==> config.mk <==
export PLATFORM = sky130hd
export DESIGN_NAME = square_iter
export DESIGN_NICKNAME = d
export VERILOG_FILES = /design/src/rtl/square_iter.sv
export SDC_FILE = /design/constraint.sdc
export NUM_CORES = 1
export LEC_CHECK = 0
export CORE_MARGIN = 2
export CORE_UTILIZATION = 40
export DETAILED_ROUTE_END_ITERATION = 12
export PLACE_DENSITY = 0.56
export SYNTH_ARGS = -nofsm -noshare
export SYNTH_HDL_FRONTEND = slang
export SYNTH_SLANG_ARGS = --single-unit
==> constraint.sdc <==
create_clock -name clk -period 4.8 [get_ports clk]
set_input_delay 0.96 -clock clk [delete_from_list [all_inputs] [get_ports clk]]
set_output_delay 0.96 -clock clk [all_outputs]
set_load 0.01 [all_outputs]
==> src/rtl/square_iter.sv <==
// Iterative fixed-point squarer: ufix15_En11 operand in, ufix15_En8 square out.
// One shift-add partial product per cycle, then a round-to-nearest/saturate step.
module square_iter #(
    parameter int IN_W     = 15,
    parameter int IN_FRAC  = 11,
    parameter int OUT_W    = 15,
    parameter int OUT_FRAC = 8
) (
    input  logic             clk,
    input  logic             reset,
    input  logic [IN_W-1:0]  in_data,
    input  logic             in_valid,
    output logic             in_ready,
    output logic [OUT_W-1:0] out_data,
    output logic             out_valid,
    input  logic             out_ready,
    output logic             out_ovf
);

    localparam int ACC_W = 2 * IN_W;
    localparam int SH    = 2 * IN_FRAC - OUT_FRAC;
    localparam int CNT_W = (IN_W > 1) ? $clog2(IN_W) : 1;

    // Half an output LSB expressed in accumulator units; ties round up.
    localparam logic [ACC_W:0] HALF = (ACC_W + 1)'(1) << (SH - 1);

    typedef enum logic [1:0] {
        S_IDLE,
        S_CALC,
        S_ROUND,
        S_DONE
    } state_t;

    state_t r_state;
    state_t w_state_next;

    logic [IN_W-1:0]  r_mcand;
    logic [IN_W-1:0]  r_mplier;
    logic [ACC_W-1:0] r_acc;
    logic [CNT_W-1:0] r_count;
    logic             r_in_ready;
    logic             r_out_valid;
    logic             r_out_ovf;
    logic [OUT_W-1:0] r_out_data;

    logic             w_accept;
    logic             w_out_fire;
    logic             w_last;
    logic [ACC_W-1:0] w_addend;
    logic [ACC_W:0]   w_sum;
    logic [ACC_W:0]   w_r;
    logic             w_sat;

    assign w_accept   = in_valid && r_in_ready;
    assign w_out_fire = r_out_valid && out_ready;
    assign w_last     = (r_count == CNT_W'(IN_W - 1));
    assign w_addend   = {{IN_W{1'b0}}, r_mcand} << r_count;

    // One extra bit keeps the rounding carry before the saturation test.
    assign w_sum = {1'b0, r_acc} + HALF;
    assign w_r   = w_sum >> SH;
    assign w_sat = |w_r[ACC_W:OUT_W];

    always_ff @(posedge clk) begin
        if (reset) begin
            r_state <= S_IDLE;
        end else begin
            r_state <= w_state_next;
        end
    end

    // NOTE: every output of a combinational block gets a default before any branch, so no path leaves it unassigned and infers a latch.
    always_comb begin
        w_state_next = r_state;
        case (r_state)
            S_IDLE:  if (w_accept)   w_state_next = S_CALC;
            S_CALC:  if (w_last)     w_state_next = S_ROUND;
            S_ROUND:                 w_state_next = S_DONE;
            S_DONE:  if (w_out_fire) w_state_next = S_IDLE;
            default:                 w_state_next = S_IDLE;
        endcase
    end

    // NOTE: clocked state uses non-blocking assignments so every register samples pre-edge values regardless of statement order.
    always_ff @(posedge clk) begin
        if (reset) begin
            r_mcand     <= '0;
            r_mplier    <= '0;
            r_acc       <= '0;
            r_count     <= '0;
            r_in_ready  <= 1'b1;
            r_out_valid <= 1'b0;
            r_out_ovf   <= 1'b0;
            r_out_data  <= '0;
        end else begin
            // Registered from the next state so in_ready never sees out_ready combinationally.
            r_in_ready <= (w_state_next == S_IDLE);
            case (r_state)
                S_IDLE: begin
                    if (w_accept) begin
                        r_mcand  <= in_data;
                        r_mplier <= in_data;
                        r_acc    <= '0;
                        r_count  <= '0;
                    end
                end
                S_CALC: begin
                    if (r_mplier[0]) begin
                        r_acc <= r_acc + w_addend;
                    end
                    r_mplier <= r_mplier >> 1;
                    r_count  <= r_count + CNT_W'(1);
                end
                S_ROUND: begin
                    r_out_data  <= w_sat ? {OUT_W{1'b1}} : w_r[OUT_W-1:0];
                    r_out_ovf   <= w_sat;
                    r_out_valid <= 1'b1;
                end
                S_DONE: begin
                    if (w_out_fire) begin
                        r_out_valid <= 1'b0;
                    end
                end
                default: begin
                    r_out_valid <= 1'b0;
                end
            endcase
        end
    end

    assign in_ready  = r_in_ready;
    assign out_valid = r_out_valid;
    assign out_data  = r_out_data;
    assign out_ovf   = r_out_ovf;

endmodule
==> flow_metrics.env, run 1 <==
export IMPL_worstPathCellList="buf_4, mux2i_1, nand2_1, o21ai_0, nor2_1, a21oi_1, a21oi_1, ha_1, a21oi_1, o21ai_1, a31oi_1, o41ai_1, a221o_1, or3_1, a32o_1"
export IMPL_die_w_um=123.0
export IMPL_tritoncts="done"
export IMPL_cts_buffers=9
export IMPL_nets=820
export IMPL_cts_sinks=84
export IMPL_vdd_drop_max_v=0.0002069
export IMPL_internal_power_uw=1221
export IMPL_critPathBufInv=1
export IMPL_grt_overflow=0
export IMPL_slowest_delay_ps=750
export IMPL_rows=43
export IMPL_cp_arrival_ps=4570
export IMPL_dp_hpwl_um=11590
export IMPL_muxShareOfSynthArea=0.04902
export IMPL_period_share=0.8991
export IMPL_switching_power_uw=482.8
export IMPL_grt_pass1_wl_um=25810
export IMPL_synth_ff_latch_count=84
export IMPL_crit_family="compound AO/OA/AOI/OAI gates"
export IMPL_synth_xor_area_frac=0.04482
export IMPL_crit_type="reg -> reg"
export IMPL_synth_edf_count=0
export IMPL_p_per_area_nw_per_um2=263.6
export IMPL_instances_no_fill=953
export IMPL_track_usage=0.2177
export IMPL_power_uw=1704
export IMPL_rsz0062_at_grt="false"
export IMPL_hold_viol=0
export IMPL_yosysSeqAreaShare=0.2968
export IMPL_die_h_um=123.0
export IMPL_p_clk_frac=0.423
export IMPL_synth_adder_area_share=0.07419
export IMPL_drc=0
export IMPL_gp_congestion=0.8959
export IMPL_setup_viol=0
export IMPL_core_area_sq_um=13880
export IMPL_numPortBuffers=36
export IMPL_drive_gt1_frac=0.06986
export IMPL_comb_power_share=0.139
export IMPL_syn_to_final_growth_pct=14.06
export IMPL_io_pins=37
export IMPL_end_kind="flop"
export IMPL_fin_skew_ps=8.741
export IMPL_drt_initial_drc_count=336
export IMPL_yosys_warnings=0
export IMPL_cts_max_path_buffers=2
export IMPL_postCtsHoldBufs=0
export IMPL_drtPass1Iterations=6
export IMPL_synth_area_sq_um=5667
export IMPL_drv_cap=0
export IMPL_synth_compound_area_frac=0.2539
export IMPL_seq_power_share=0.437
export IMPL_worstPathMaxFanout=19
export IMPL_final_util=0.4657
export IMPL_syn_num_nets=806
export IMPL_maxSlewHeadroom=0.2763
export IMPL_vias=5395
export IMPL_synthCells=754
export IMPL_grt_max_degree=39
export IMPL_ys_flop_type="dfxtp_1"
export IMPL_required_ps=5050
export IMPL_yosys_area_share_simple=0.2407
export IMPL_fillers=1420
export IMPL_dieArea_sq_um=15140
export IMPL_tns_ps=0
export IMPL_synth_top_family_by_area="compound AO/OA/AOI/OAI gates"
export IMPL_post_drt_wl_per_cell_um=16.20
export IMPL_antenna_found_initial=0
export IMPL_diodes=0
export IMPL_post_cts_setup_buffers=0
export IMPL_max_freq_ghz=0.2317
export IMPL_cts_resized=0
export IMPL_hold_ws_ps=466.0
export IMPL_status="finished, final reports clean"
export IMPL_root_buffer="clkbuf_16"
export IMPL_worstSetupStartpointType="flop"
export IMPL_synth_avg_cell_area_sq_um=7.515
export IMPL_min_period_ps=4316
export IMPL_path_clk_slew_ps=70
export IMPL_synthArstFlopShare=0
export IMPL_switching_share=0.2833
export IMPL_finalMaxSlewViolations=0
export IMPL_wl_um=15440
export IMPL_htree_num_levels=3
export IMPL_clock_latency_ps=360
export IMPL_first_global_vias=5117
export IMPL_p_leak_uw=0.002407
export IMPL_holdCritPathClass="reg -> reg"
export IMPL_routed_via_density=5.661
export IMPL_dp_cells=937
export IMPL_start_util=0.4082
export IMPL_critPathMostFrequentCell="a21oi_1"
export IMPL_synth_distinct_cells=67
export IMPL_tightest_slew_ps=1082
export IMPL_critPathSlowestCell="dfxtp_1"
export IMPL_ant_nets=0
## placed cells by master (no fill, tap or decap), drive strengths merged, types with 9 or more instances in the layout
master         synthesis  layout
o21ai                 43      43
nand2                122     122
nand2b                 9       9
nor2                  83      83
nand4                 11      11
clkdlybuf4s50          0      35
inv                   16      19
a21o                  14      14
a21oi                 69      69
dfxtp                 84      84
mux2i                 12      12
and2                   9       9
buf                    7      12
xor2                  15      15
clkbuf                37      10
a31oi                 27      27
nor3                  11      11
xnor2                 14      14
nand3                 19      19
a211oi                20      20
ha                    32      32
## cell type report
cell class	count	area, sq um	area share
Clock inverter	6	71.32	0.01103
Timing Repair Buffer	47	437.9	0.06775
Clock buffer	10	229.0	0.03542
Sequential cell	84	1682	0.2602
Inverter	17	63.81	0.009872
Tap cell	180	225.2	0.03484
Multi-Input combinational cell	609	3755	0.5809
## metrics by stage
| step | cell area [sq um] | setup WS (ps) |
|---|---|---|
| after floorplan | 5667 | 1004 |
| after global placement | 6163 | 722.3 |
| after detailed placement | 6163 | 566.6 |
| after CTS | 6464 | 539.9 |
| after global routing | 6464 | 41.40 |
| final | 6464 | 484.2 |
## flip-flops by register name (all words and copies together) (netlist names)
name,count
r_state,2
in_ready,1
r_mplier,15
out_data,15
out_ovf,1
r_mcand,15
r_count,4
out_valid,1
r_acc,30
## cells by family (layout without fill, tap and decap cells)
group           Yosys count  after routing
compound gates          224            224
xor+xnor                 29             29
fa+ha+maj                33             33
buf+inv                  61             80
flops                    84             84
mux                      22             22
simple gates            301            301
## per-layer routing
layer | vias up | global-route usage | wire [um]
met5 | - | 0 | 0
met4 | 0 | 0.07955 | 326
met3 | 19 | 0.04336 | 594
met2 | 89 | 0.3477 | 7102
met1 | 2544 | 0.2916 | 7415
li1 | 2743 | - | -
## cell usage after synthesis, drive strengths merged, types with 5 or more instances
master  count  area share
a211oi     20       0.026
a21o       14       0.019
a21oi      69       0.061
a22oi       7      0.0093
a31oi      27       0.030
and2        9      0.0099
and3        8      0.0091
buf         7      0.0046
clkbuf     37       0.025
dfxtp      84        0.30
ha         32       0.071
inv        16       0.011
mux2        6       0.012
mux2i      12       0.021
nand2     122       0.081
nand2b      9      0.0099
nand3      19       0.017
nand4      11       0.012
nor2       83       0.055
nor2b       7      0.0091
nor3       11      0.0097
o21a        5      0.0066
o21ai      43       0.038
or2         7      0.0077
or3         6      0.0066
xnor2      14       0.022
xor2       15       0.023
## worst reg2reg max path, stage by stage, from the launching register on
cell,delay [ps]
dfxtp_1,750
buf_4,310
mux2i_1,240
nand2_1,80
o21ai_0,200
nor2_1,70
a21oi_1,210
a21oi_1,140
ha_1,420
a21oi_1,330
o21ai_1,120
a31oi_1,260
o41ai_1,150
a221o_1,340
or3_1,340
a32o_1,240
## path summary, 6_finish.rpt
kind	start	end	slack, ps	depth (start not counted)
setup / recovery	r_count[1]	r_acc[28]	480	15
hold / removal	out_ovf	out_ovf	470	2
setup reg to reg	r_count[1]	r_acc[28]	480	15
hold reg to reg	out_ovf	out_ovf	470	2
## power groups by stage
stage | logic [uW] | clock network [uW] | registers [uW]
2_1_floorplan | 174 | 0 | 750
3_3_place_gp | 234 | 0 | 761
3_5_place_dp | 237 | 0 | 762
4_1_cts | 239 | 742 | 746
5_1_grt | 268 | 766 | 749
6_report | 238 | 721 | 745
Power figures use the tool's default switching activity.
==> run 2: changes to the inputs <==
- clock period: 4.8 -> 4.52 ns (I/O delays scaled with it)
==> run 2 against run 1 <==
Against the previous run: global-route usage down 0.54 points; sequential share of layout area down 0.10 points; hold slack worse by 9.7 ps; register-to-register slack worse by 30 ps; combinational power up 8%; critical endpoint unchanged.
==> flow_metrics.env, run 2 (synthesized netlist as in run 1, its figures left out) <==
export IMPL_status="finished, final reports clean"
export IMPL_antenna_found_initial=0
export IMPL_start_util=0.4082
export IMPL_critPathMostFrequentCell="a21oi_1"
export IMPL_io_pins=37
export IMPL_cts_resized=0
export IMPL_worst_setup_path_startpoint="r_count[1]"
export IMPL_numPortBuffers=36
export IMPL_root_buffer="clkbuf_16"
export IMPL_post_drt_wl_per_cell_um=16.06
export IMPL_tns_ps=0
export IMPL_drc=0
export IMPL_p_per_area_nw_per_um2=282.9
export IMPL_worstPathCellList="buf_4, mux2i_1, nand2_1, o21ai_0, nor2_1, a21oi_1, a21oi_1, ha_1, a21oi_1, o21ai_1, a31oi_1, o41ai_1, a221o_1, or3_1, a32o_1"
export IMPL_end_kind="flop"
export IMPL_die_w_um=123.0
export IMPL_layout_commonest_cell="nand2_1"
export IMPL_p_leak_uw=0.002422
export IMPL_path_clk_slew_ps=60
export IMPL_critPathBufInv=1
export IMPL_fillers=1406
export IMPL_drt_initial_drc_count=313
export IMPL_syn_to_final_growth_pct=14.51
export IMPL_drtPass1Iterations=5
export IMPL_cts_max_path_buffers=2
export IMPL_vdd_drop_max_v=0.0001885
export IMPL_cts_sinks=84
export IMPL_diodes=0
export IMPL_top_register="r_acc"
export IMPL_hold_ws_ps=456.3
export IMPL_final_util=0.4675
export IMPL_grt_pass1_wl_um=25190
export IMPL_drive_gt1_frac=0.06968
export IMPL_crit_family="compound AO/OA/AOI/OAI gates"
export IMPL_wl_um=15340
export IMPL_grt_overflow=0
export IMPL_routed_via_density=5.666
export IMPL_slowest_delay_ps=600
export IMPL_dieArea_sq_um=15140
export IMPL_power_uw=1835
export IMPL_finalMaxSlewViolations=0
export IMPL_maxSlewHeadroom=0.3429
export IMPL_final_cell_mix="nand2_1, dfxtp_1, nor2_1"
export IMPL_gp_congestion=0.9091
export IMPL_period_share=0.8996
export IMPL_dp_hpwl_um=11670
export IMPL_tightest_slew_ps=982.0
export IMPL_rows=43
export IMPL_setup_ws_ps=454.0
export IMPL_tritoncts="done"
export IMPL_hold_viol=0
export IMPL_nets=822
export IMPL_first_global_vias=4951
export IMPL_min_period_ps=4066
export IMPL_clock_latency_ps=350
export IMPL_drv_cap=0
export IMPL_fin_skew_ps=8.054
export IMPL_worstPathMaxFanout=17
export IMPL_critPathSlowestCell="dfxtp_1"
export IMPL_cts_buffers=9
export IMPL_track_usage=0.2123
export IMPL_crit_type="reg -> reg"
export IMPL_htree_num_levels=3
export IMPL_required_ps=4760
export IMPL_max_freq_ghz=0.2459
export IMPL_worstSetupStartpointType="flop"
export IMPL_largest_reg_flops=30
export IMPL_die_h_um=123.0
export IMPL_min_from="out_ovf"
export IMPL_holdCritPathClass="reg -> reg"
export IMPL_postCtsHoldBufs=0
export IMPL_grt_max_degree=47
export IMPL_r2r_start="r_count[1]"
export IMPL_rsz0062_at_grt="false"
export IMPL_vias=5411
export IMPL_core_area_sq_um=13880
export IMPL_post_cts_setup_buffers=0
export IMPL_ant_nets=0
export IMPL_cp_arrival_ps=4300
export IMPL_pre_cts_slack_ps=473.3
export IMPL_setup_viol=0
-- run 2: changes by cell type in the layout (fill, tap and decap cells not counted) --
cell	previous run	this run
inv_6	2	0
clkinvlp_4	1	0
buf_4	11	13
clkbuf_1	1	3
bufinv_16	1	2
inv_8	1	0
clkinv_4	0	1
-- run 2: path summary, 6_finish.rpt --
check / endpoint / slack, ps / depth (start not counted)
setup / recovery: r_acc[28] / 450 / 15
hold / removal: out_ovf / 460 / 2
setup reg to reg: r_acc[28] / 450 / 15
hold reg to reg: out_ovf / 460 / 2
-- run 2: per-layer routing --
layer	vias up	global-route usage	share of wire
met5	-	0	0
met2	91	0.3374	0.45
met1	2543	0.2903	0.49
met3	21	0.03967	0.045
met4	0	0.06960	0.017
li1	2756	-	-
-- run 2: metrics by stage --
| step | cell area, sq um | cells |
|---|---|---|
| 2_1_floorplan | 5667 | 754 |
| 3_3_place_gp | 6178 | 939 |
| 3_5_place_dp | 6178 | 939 |
| 4_1_cts | 6489 | 955 |
| 5_1_grt | 6489 | 955 |
| 6_report | 6489 | 955 |
-- run 2: worst reg2reg max path: stages, from the launching register on --
cell and delay [ps]:
dfxtp_1 600, buf_4 320, mux2i_1 260, nand2_1 70
o21ai_0 150, nor2_1 70, a21oi_1 190, a21oi_1 120
ha_1 370, a21oi_1 310, o21ai_1 120, a31oi_1 270
o41ai_1 160, a221o_1 350, or3_1 340, a32o_1 250
-- run 2: where the power goes --
| part | internal (uW) | total [uW] | switching (uW) | leakage [uW] |
|---|---|---|---|---|
| Combinational | 98.8 | 258 | 160 | 0.00159 |
| Clock | 485 | 786 | 302 | 0.000151 |
| Sequential | 766 | 791 | 24.3 | 0.000681 |
| Total | 1350 | 1840 | 486 | 0.00242 |
-- run 2: final cells by class --
cell class	instances	area, sq um	share of cell area
multi-input cells	609	3755	0.5787
inverters	17	63.81	0.009834
clock buffers	12	236.5	0.03644
clock inverters	4	73.82	0.01138
well taps	180	225.2	0.03471
flip-flops and latches	84	1682	0.2592
repair buffers	49	452.9	0.06980
==> run 3: changes to the inputs <==
- ABC_AREA: not set -> 1
- PLACE_DENSITY: 0.56 -> 0.55
- SLEW_MARGIN: not set -> 10
- clock period: 4.52 -> 4.9 ns (I/O delays scaled with it)
==> run 3 against run 2 <==
Against the previous run: clock skew rose by 2.0 ps; combinational power fell by 6%; highest routed layer unchanged; via count rose by 18%; critical path type unchanged; largest cell class unchanged; critical path depth rose by 3; clock-buffer cell count fell by 3; sequential power fell by 7.6%; critical endpoint is now r_acc[27]; sequential share of layout area fell by 2.0 points.
==> flow_metrics.env, run 3 <==
export IMPL_status="finished, final reports clean"
export IMPL_first_global_vias=5973
export IMPL_synth_adder_area_share=0.06789
export IMPL_path_clk_slew_ps=70
export IMPL_rows=45
export IMPL_holdCritPathClass="reg -> reg"
export IMPL_synth_common_cells="nand2_1, inv_1, nor2_1"
export IMPL_syn_to_final_growth_pct=13.54
export IMPL_clock_latency_ps=350
export IMPL_start_util=0.4088
export IMPL_synth_xor_area_frac=0.02405
export IMPL_dp_hpwl_um=13940
export IMPL_synth_distinct_cells=38
export IMPL_htree_num_levels=3
export IMPL_netlist_top_cells_area="dfxtp_1, nand2_1, inv_1"
export IMPL_synthCells=1043
export IMPL_synth_area_sq_um=6192
export IMPL_synth_top_family_by_area="simple AND/OR/NAND/NOR gates"
export IMPL_stdcell_area_sq_um=7030
export IMPL_placed_area_sq_um=6675
export IMPL_layout_commonest_cell="nand2_1"
export IMPL_die_h_um=128.4
export IMPL_antenna_found_initial=0
export IMPL_maxSlewHeadroom=0.2424
export IMPL_ys_flop_type="dfxtp_1"
export IMPL_synthArstFlopShare=0
export IMPL_cts_max_path_buffers=2
export IMPL_cp_arrival_ps=4050
export IMPL_gp_congestion=0.9925
export IMPL_yosys_warnings=0
export IMPL_synth_avg_cell_area_sq_um=5.937
export IMPL_routed_via_density=5.114
export IMPL_drt_initial_drc_count=431
export IMPL_finalMaxSlewViolations=0
export IMPL_end_kind="flop"
export IMPL_p_leak_uw=0.003291
export IMPL_root_buffer="clkbuf_16"
export IMPL_grt_overflow=0
export IMPL_final_cell_mix="nand2_1, inv_1, nor2_1"
export IMPL_grt_pass1_wl_um=29930
export IMPL_synth_compound_area_frac=0.1519
export IMPL_yosysSeqAreaShare=0.2716
export IMPL_nets=1110
export IMPL_worstSetupStartpointType="flop"
export IMPL_drc=0
export IMPL_hold_viol=0
export IMPL_drive_gt1_frac=0.03481
export IMPL_multi_input_area_sq_um=3894
export IMPL_synth_largest_area_cell="dfxtp_1"
export IMPL_min_period_ps=3844
export IMPL_wl_um=18260
export IMPL_vias=6398
export IMPL_largest_reg_flops=30
export IMPL_ant_nets=0
export IMPL_dieArea_sq_um=16490
export IMPL_rsz0062_at_grt="false"
export IMPL_postCtsHoldBufs=0
export IMPL_post_cts_setup_buffers=0
export IMPL_setup_viol=0
export IMPL_grt_max_degree=65
export IMPL_top_register="r_acc"
export IMPL_synth_edf_count=0
export IMPL_period_share=0.7846
export IMPL_synth_most_common_cell="nand2_1"
export IMPL_cts_buffers=9
export IMPL_cts_sinks=84
export IMPL_required_ps=5100
export IMPL_drtPass1Iterations=6
export IMPL_tns_ps=0
export IMPL_die_w_um=128.4
export IMPL_core_area_sq_um=15150
export IMPL_tritoncts="done"
export IMPL_track_usage=0.2285
export IMPL_syn_num_nets=1095
export IMPL_seqCellArea_sq_um=1682
export IMPL_synth_ff_latch_count=84
export IMPL_fin_skew_ps=10.02
export IMPL_numPortBuffers=36
export IMPL_worstPathMaxFanout=20
export IMPL_muxShareOfSynthArea=0.004849
export IMPL_p_per_area_nw_per_um2=256.3
export IMPL_tightest_slew_ps=1135
export IMPL_fillers=1639
export IMPL_cts_resized=0
export IMPL_vdd_drop_max_v=0.0001980
export IMPL_crit_type="reg -> reg"
export IMPL_yosys_area_share_simple=0.3789
export IMPL_max_freq_ghz=0.2601
export IMPL_synth_top_area_frac=0.2716
export IMPL_diodes=0
export IMPL_drv_cap=0
export IMPL_io_pins=37
export IMPL_post_drt_wl_per_cell_um=14.59
run 3: cell count changes after synthesis, moves of 12 or more:
cell and change:
a211oi_1 -20, a21o_1 -12, inv_1 +111, nand2_1 +256, nand3_1 +45, o21ai_0 +20
run 3: path summary, 6_finish.rpt:
path,startpoint,end,slack [ps],depth (start not counted)
min,r_mplier[14],r_mplier[14],470,2
max reg2reg,r_count[0],r_acc[27],1060,18
min reg2reg,r_mplier[14],r_mplier[14],470,2
max,r_count[0],r_acc[27],1060,18
run 3: area by class of cell:
class	count	share of cell area
Sequential cell	84	0.2392
Clock inverter	7	0.01851
Timing Repair Buffer	39	0.05375
Multi-Input combinational cell	795	0.5538
Inverter	129	0.06923
Clock buffer	9	0.03203
Tap cell	188	0.03346
run 3: layer usage:
| metal | up-vias | track usage | part of all wire |
|---|---|---|---|
| met4 | 0 | 0.07111 | 0.020 |
| met3 | 24 | 0.03285 | 0.040 |
| met2 | 150 | 0.3752 | 0.46 |
| li1 | 3357 | - | - |
| met1 | 2867 | 0.3109 | 0.48 |
| met5 | - | 0 | 0 |
run 3: kinds of logic after synthesis:
kind of cell | Yosys count
buffers and inverters | 164
and+or+nand+nor | 567
adders and majority gates | 33
xor gates and xnor gates | 17
muxes | 3
DFF | 84
AOI/OAI and AO/OA | 175
run 3: worst max-delay path, stage by stage (launching register included):
cell,delay (ps)
dfxtp_1,720
inv_1,380
nand2_1,130
nand2_1,100
o21ai_0,180
inv_1,70
o21ai_0,360
o22ai_1,200
ha_1,410
nand2_1,90
inv_1,100
nand2_1,120
nor3_1,300
and2_1,180
nand2_1,90
nand2_1,80
nand2_1,50
nand3_1,60
a21oi_1,60
run 3: power by group:
part,leakage (uW),internal [uW],switching (uW)
Sequential,0.000681,707,23.4
Clock,0.000174,509,320
Combinational,0.00244,79.8,163
run 3: through the flow:
| step | setup slack (ps) | std cells | util | hold WS (ps) | power (uW) |
|---|---|---|---|---|---|
| 2_1_floorplan | 2247 | 1043 | - | 440.2 | 912.2 |
| 3_3_place_gp | 1145 | 1235 | 0.4407 | 452.9 | 990.7 |
| 3_5_place_dp | 1173 | 1235 | 0.4407 | 459.2 | 989.5 |
| 4_1_cts | 1153 | 1251 | 0.4642 | 469.3 | 1822 |
| 5_1_grt | 723.5 | 1251 | 0.4642 | 482.7 | 1877 |
| 6_report | 1056 | 1251 | 0.4642 | 465.3 | 1802 |
